## config.mk

```make
export PLATFORM = sky130hd
export DESIGN_NAME = icache
export DESIGN_NICKNAME = d
export VERILOG_FILES = /design/src/rtl/icache.sv
export SDC_FILE = /design/constraint.sdc
export NUM_CORES = 2
export LEC_CHECK = 0
export BUFFER_PORTS_ARGS = -buffer_cell sky130_fd_sc_hd__buf_2
export CAP_MARGIN = 0
export CORE_MARGIN = 2
export CORE_UTILIZATION = 48
export DETAILED_ROUTE_END_ITERATION = 6
export PLACE_DENSITY_LB_ADDON = 0.15
export SLEW_MARGIN = 5
export SYNTH_ARGS = -nofsm -noshare
export SYNTH_HDL_FRONTEND = slang
export SYNTH_MEMORY_MAX_BITS = 65536
export SYNTH_SLANG_ARGS = --single-unit
```

## constraint.sdc

```tcl
create_clock -name clk -period 5.8 [get_ports clk]
set_input_delay 1.16 -clock clk [delete_from_list [all_inputs] [get_ports clk]]
set_output_delay 1.16 -clock clk [all_outputs]
set_load 0.02 [all_outputs]
```

## src/rtl/icache.sv

```systemverilog
// Direct-mapped read-only instruction cache: 1-cycle hits, whole-line refill
// through word reads on a miss, one fetch request outstanding at a time.
module icache #(
  parameter int unsigned INDEX_W = 5,
  parameter int unsigned WOFF_W  = 2,
  parameter int unsigned ADDR_W  = 32
) (
  input  logic              clk,
  input  logic              rst,
  input  logic              en,
  input  logic              iIF_En,
  input  logic [ADDR_W-1:0] iIF_Pc,
  output logic              oIF_En,
  output logic [31:0]       oIF_Ins,
  output logic              oMC_En,
  output logic [ADDR_W-1:0] oMC_Addr,
  input  logic              iMC_En,
  input  logic [31:0]       iMC_Dat
);

  localparam int unsigned LINES   = 1 << INDEX_W;
  localparam int unsigned WORDS   = 1 << WOFF_W;
  localparam int unsigned IDX_LSB = 2 + WOFF_W;
  localparam int unsigned TAG_LSB = IDX_LSB + INDEX_W;
  localparam int unsigned TAG_W   = ADDR_W - TAG_LSB;
  localparam logic [WOFF_W-1:0] LAST_WORD = WOFF_W'(WORDS - 1);

  typedef enum logic [1:0] {
    IDLE      = 2'd0,
    MISS_REQ  = 2'd1,
    MISS_WAIT = 2'd2
  } state_t;

  state_t              state_q, state_d;
  logic [WOFF_W-1:0]   cnt_q, cnt_d;
  logic [ADDR_W-1:2]   pc_q, pc_d;
  logic [31:0]         pend_q, pend_d;
  logic [LINES-1:0]    valid_q;
  logic [TAG_W-1:0]    tag_q [LINES];
  logic [31:0]         data_q [LINES][WORDS];

  logic                if_en_d;
  logic [31:0]         ins_d;
  logic                mc_en_d;
  logic [ADDR_W-1:0]   mc_addr_d;
  logic                miss_alloc;
  logic                fill_we;
  logic                fill_done;

  logic [INDEX_W-1:0]  req_idx;
  logic [TAG_W-1:0]    req_tag;
  logic [WOFF_W-1:0]   req_off;
  logic                req_hit;
  logic [INDEX_W-1:0]  line_idx;
  logic [WOFF_W-1:0]   pc_off;
  logic                unused_pc_lsbs;

  // Address split of the incoming request and of the latched miss PC
  assign req_idx        = iIF_Pc[TAG_LSB-1:IDX_LSB];
  assign req_tag        = iIF_Pc[ADDR_W-1:TAG_LSB];
  assign req_off        = iIF_Pc[IDX_LSB-1:2];
  assign req_hit        = valid_q[req_idx] && (tag_q[req_idx] == req_tag);
  assign line_idx       = pc_q[TAG_LSB-1:IDX_LSB];
  assign pc_off         = pc_q[IDX_LSB-1:2];
  assign unused_pc_lsbs = ^iIF_Pc[1:0];

  // Next-state and registered-output values
  always_comb begin
    state_d    = state_q;
    cnt_d      = cnt_q;
    pc_d       = pc_q;
    pend_d     = pend_q;
    if_en_d    = 1'b0;
    ins_d      = oIF_Ins;
    mc_en_d    = 1'b0;
    mc_addr_d  = oMC_Addr;
    miss_alloc = 1'b0;
    fill_we    = 1'b0;
    fill_done  = 1'b0;

    case (state_q)
      IDLE: begin
        if (iIF_En) begin
          pc_d = iIF_Pc[ADDR_W-1:2];
          if (req_hit) begin
            if_en_d = 1'b1;
            ins_d   = data_q[req_idx][req_off];
          end else begin
            miss_alloc = 1'b1;
            cnt_d      = '0;
            state_d    = MISS_REQ;
          end
        end
      end
      MISS_REQ: begin
        mc_en_d   = 1'b1;
        mc_addr_d = {pc_q[ADDR_W-1:IDX_LSB], cnt_q, 2'b00};
        state_d   = MISS_WAIT;
      end
      MISS_WAIT: begin
        if (iMC_En) begin
          fill_we = 1'b1;
          if (cnt_q == pc_off) begin
            pend_d = iMC_Dat;
          end
          // Last-word check happens before any increment, so the counter never wraps early
          if (cnt_q == LAST_WORD) begin
            fill_done = 1'b1;
            if_en_d   = 1'b1;
            ins_d     = (cnt_q == pc_off) ? iMC_Dat : pend_q;
            state_d   = IDLE;
          end else begin
            cnt_d   = cnt_q + WOFF_W'(1);
            state_d = MISS_REQ;
          end
        end
      end
      default: state_d = IDLE;
    endcase
  end

  // Control state, valid bits and outputs
  always_ff @(posedge clk) begin
    if (rst) begin
      state_q  <= IDLE;
      cnt_q    <= '0;
      pc_q     <= '0;
      pend_q   <= '0;
      valid_q  <= '0;
      oIF_En   <= 1'b0;
      oIF_Ins  <= '0;
      oMC_En   <= 1'b0;
      oMC_Addr <= '0;
    end else if (en) begin
      state_q  <= state_d;
      cnt_q    <= cnt_d;
      pc_q     <= pc_d;
      pend_q   <= pend_d;
      oIF_En   <= if_en_d;
      oIF_Ins  <= ins_d;
      oMC_En   <= mc_en_d;
      oMC_Addr <= mc_addr_d;
      if (miss_alloc) valid_q[req_idx] <= 1'b0;
      if (fill_done)  valid_q[line_idx] <= 1'b1;
    end
  end

  // Tag and data arrays are only meaningful under their valid bit, so they need no reset
  always_ff @(posedge clk) begin
    if (!rst && en) begin
      if (miss_alloc) tag_q[req_idx] <= req_tag;
      if (fill_we)    data_q[line_idx][cnt_q] <= iMC_Dat;
    end
  end

endmodule

```

==> flow_summary.toml <==
[floorplanning]
start_util_pct = 48.14
die_w_um = 636.2
pin_count = 135
num_rows = 232
die-area_um2 = 404800
core_area_um2 = 398600
fp.dieH_um = 636.2

[yosys]
synth.area.mux_share_pct = 15.91
yosys_warnings = 0
ys.flop_type = "edfxtp_1"
syn-mean-instance-area_um2 = 21.02
synth-compound-area-share_pct = 3.117
synth_xor_area_share_pct = 0.03195
ys_async_sr_fraction_pct = 0
ys_seq_elements = 4994
syn_inst = 9127
synth-edff-count = 4832
syn-cell-area_um2 = 191900
synth-simple-area-share_pct = 2.237
synth_top_family_by_area = "multiplexers"
synth_cell_types = 69
ys_seq_area_share_pct = 77.31
synth_fa_ha_area_share_pct = 0.02608

[job]
maxCapViolCount = 1

[route]
drt-met1-wl_um = 222800
dr_wl_met2_um = 272200
drt_wl_total_um = 574000
first_pass_iters = 7
drc_errors = 105
via_count = 100100
wl_per_cell_um = 36.84
dr.first_iter.drc_count = 13920
drtAntennaViolNets = 0
drt-vias-per-instance = 6.426
routed.top_layer = "met5"
wl_met3_um = 56980

[sta]
setup_viol = 0
fin_crit_sh_pct = 88.91
slew-limit-headroom_pct = -1.050
tightest_slew_ns = 1.512
hold_viol_final = 0
min_period_ns = 5.157
rsz0062_at_grt = "no"
drv_slew = 6
fin_skew_ns = 0.05862
fin_setup_tns_ns = 0
max_freq_ghz = 0.1939

[cells_and_area]
multiInputGateArea_um2 = 42270
layout.area.seq_um2 = 148300
n_fill_cell = 29880
nets = 9983
utilization_pct = 55.58
syn2layout_area_growth_pct = 15.45
stdcell_count = 15580
drive_above_1_share_pct = 27.44
finalInstanceArea_um2 = 221500

[cts]
tritoncts = "built"
hold_buffers = 0
cts_resized = 0
cts.sinks = 4994
cts-htree-levels = 6
cts_made_buffers = 527
clk_latency_ns = 1.04
clkTransAtPathRegs_ns = 0.06
cts-root-buf = "clkbuf_16"
clock_path_buffers = 4
post_cts_buffers = 0

[power]
ir_drop_uv = 325.4
p_seq_share_pct = 52.0
p_leak_nw = 70.90
switching_power_mw = 16.54
power_frac_comb_pct = 5.4
power.share.clock_pct = 42.6
intPower_mw = 59.62
sw_frac_of_total_pct = 21.72
power_density_nw_per_um2 = 343.8

[run_status]
violations = "DRC, capacitance limit, slew limit"
status = "finished, violations left"

[placed_design]
place.gp.congestion = 0.9654
io_buffers = 130
place_hpwl_um = 346200
place_area_um2 = 205100
place_inst = 14650

[global_route]
grt_pass1_wl_um = 791800
grt_max_degree = 117
globalRouteOverflowTotal = 0
antenna_found_initial = 31
grt_pass1_vias = 99270
grtUsageTotal_pct = 28.06

[worst_setup_path]
worstSetupPathType = "in2reg"
cp_max_fo = 47
cp.arrival_ns = 5.95
r2r_end = "tag_q[30][3]"
start_kind = "input port"
r2r_cells = 13
r2r_start = "tag_q[7][11]"
cp-end-kind = "flip-flop"
required_ns = 6.59
crit_start = "iIF_Pc[5]"
endpoint = "tag_q[30][3]"
r2r_setup_slack_ns = 1.23

[hold_path]
hp-class = "reg2reg"
==> layout make-up <==
class	instances	share of cell area, %
Antenna cell	17	0.01920
Clock buffer	652	6.356
Inverter	8	0.01920
Tap cell	5265	2.974
Clock inverter	265	1.025
Timing Repair Buffer	804	3.560
Sequential cell	4994	66.97
Multi-Input combinational cell	3575	19.08
==> routing by layer <==
layer  vias to the layer above  global-route usage [%]
li1                      39890                       -
met4                        14                   9.312
met3                      1006                   6.930
met5                         -                       0
met1                     53960                   38.31
met2                      5248                   44.55
==> synthesized netlist by cell type (48+ instances only) <==
library cell | count | share of area, %
edfxtp_1 | 4832 | 76
mux4_2 | 1097 | 13
mux2i_1 | 566 | 3.0
nand2_1 | 461 | 0.90
clkbuf_1 | 236 | 0.46
nor2_1 | 230 | 0.45
a21oi_1 | 217 | 0.57
o22ai_1 | 215 | 0.70
buf_2 | 179 | 0.47
dfxtp_1 | 162 | 1.7
o21ai_0 | 127 | 0.33
a22oi_1 | 102 | 0.40
buf_1 | 70 | 0.14
nor3_1 | 58 | 0.15
buf_4 | 56 | 0.22
o211ai_1 | 49 | 0.19
nor4_1 | 48 | 0.16
==> worst min-delay path by stage <==
stage	depth (start not counted)	start	slack (ns)	end
3_3_place_gp	2	pc_q[11]	0.44	oMC_Addr[11]
3_5_place_dp	2	oMC_Addr[11]	0.45	oMC_Addr[11]
4_1_cts	1	iMC_Dat[14]	0.38	data_q[4][110]
6_report	2	oMC_Addr[11]	0.45	oMC_Addr[11]
5_1_grt	1	iMC_Dat[14]	0.43	data_q[4][110]
2_1_floorplan	2	pc_q[10]	0.43	oMC_Addr[10]
==> flip-flops by register name, summed over array words and instances, names as in the netlist <==
register  count
pend_q       32
oMC_Addr     30
oMC_En        1
cnt_q         2
tag_q       736
valid_q      32
data_q     4096
oIF_Ins      32
oIF_En        1
pc_q         30
state_q       2
==> power by group through the flow <==
stage | clock, mW | sequential [mW] | combinational, mW
floorplan | 0 | 40.3 | 1.86
global placement | 0 | 40.3 | 3.98
detailed placement | 0 | 40.3 | 4.04
CTS | 32.8 | 39.6 | 4.05
global route | 34.2 | 39.6 | 4.23
finish | 32.5 | 39.6 | 4.12
==> per-stage QoR <==
step	total power [mW]	setup WS [ns]	hold slack, ns
floorplan	42.19	0.6065	0.4321
global placement	44.31	-0.3685	0.4390
detailed placement	44.38	-0.4007	0.4453
CTS	76.45	0.6946	0.3796
global route	77.98	0.5868	0.4255
finish	76.16	0.6434	0.4513
==> worst max-delay path, stage by stage <==
cell and delay [ns]:
buf_12 0.25, buf_12 0.35, mux2i_1 0.34, o22ai_1 0.16, nor4_1 0.64, a21oi_1 0.16, nor4_1 0.77, buf_4 0.23
nand4_1 0.20, nor4_2 0.53, buf_4 0.31, or3_1 0.19, buf_12 0.18, nor2_4 0.12, buf_12 0.23
==> placed cells by master, fill, tap and decap left out, drive strengths merged, types with 40 or more instances in the layout <==
cell,synthesis,routed
dfxtp,162,162
edfxtp,4832,4832
a22oi,102,102
o211ai,49,49
nor3,58,58
clkinv,1,193
nand3,40,40
nand2,461,461
mux2i,566,566
nor2,230,230
o21ai,127,127
a21oi,217,217
clkbuf,236,652
buf,315,804
mux4,1097,1097
nor4,48,48
o22ai,215,215
==> cell families (layout without fill, tap and decap cells) <==
logic type | count (synthesis) | after routing
simple gates | 966 | 966
other cells | 1 | 19
xor+xnor | 7 | 7
mux | 1677 | 1677
compound gates | 919 | 919
fa+ha+maj | 4 | 4
flops | 4994 | 4994
buf+inv | 559 | 1729
Note: power is estimated with default switching activity, not from simulation.
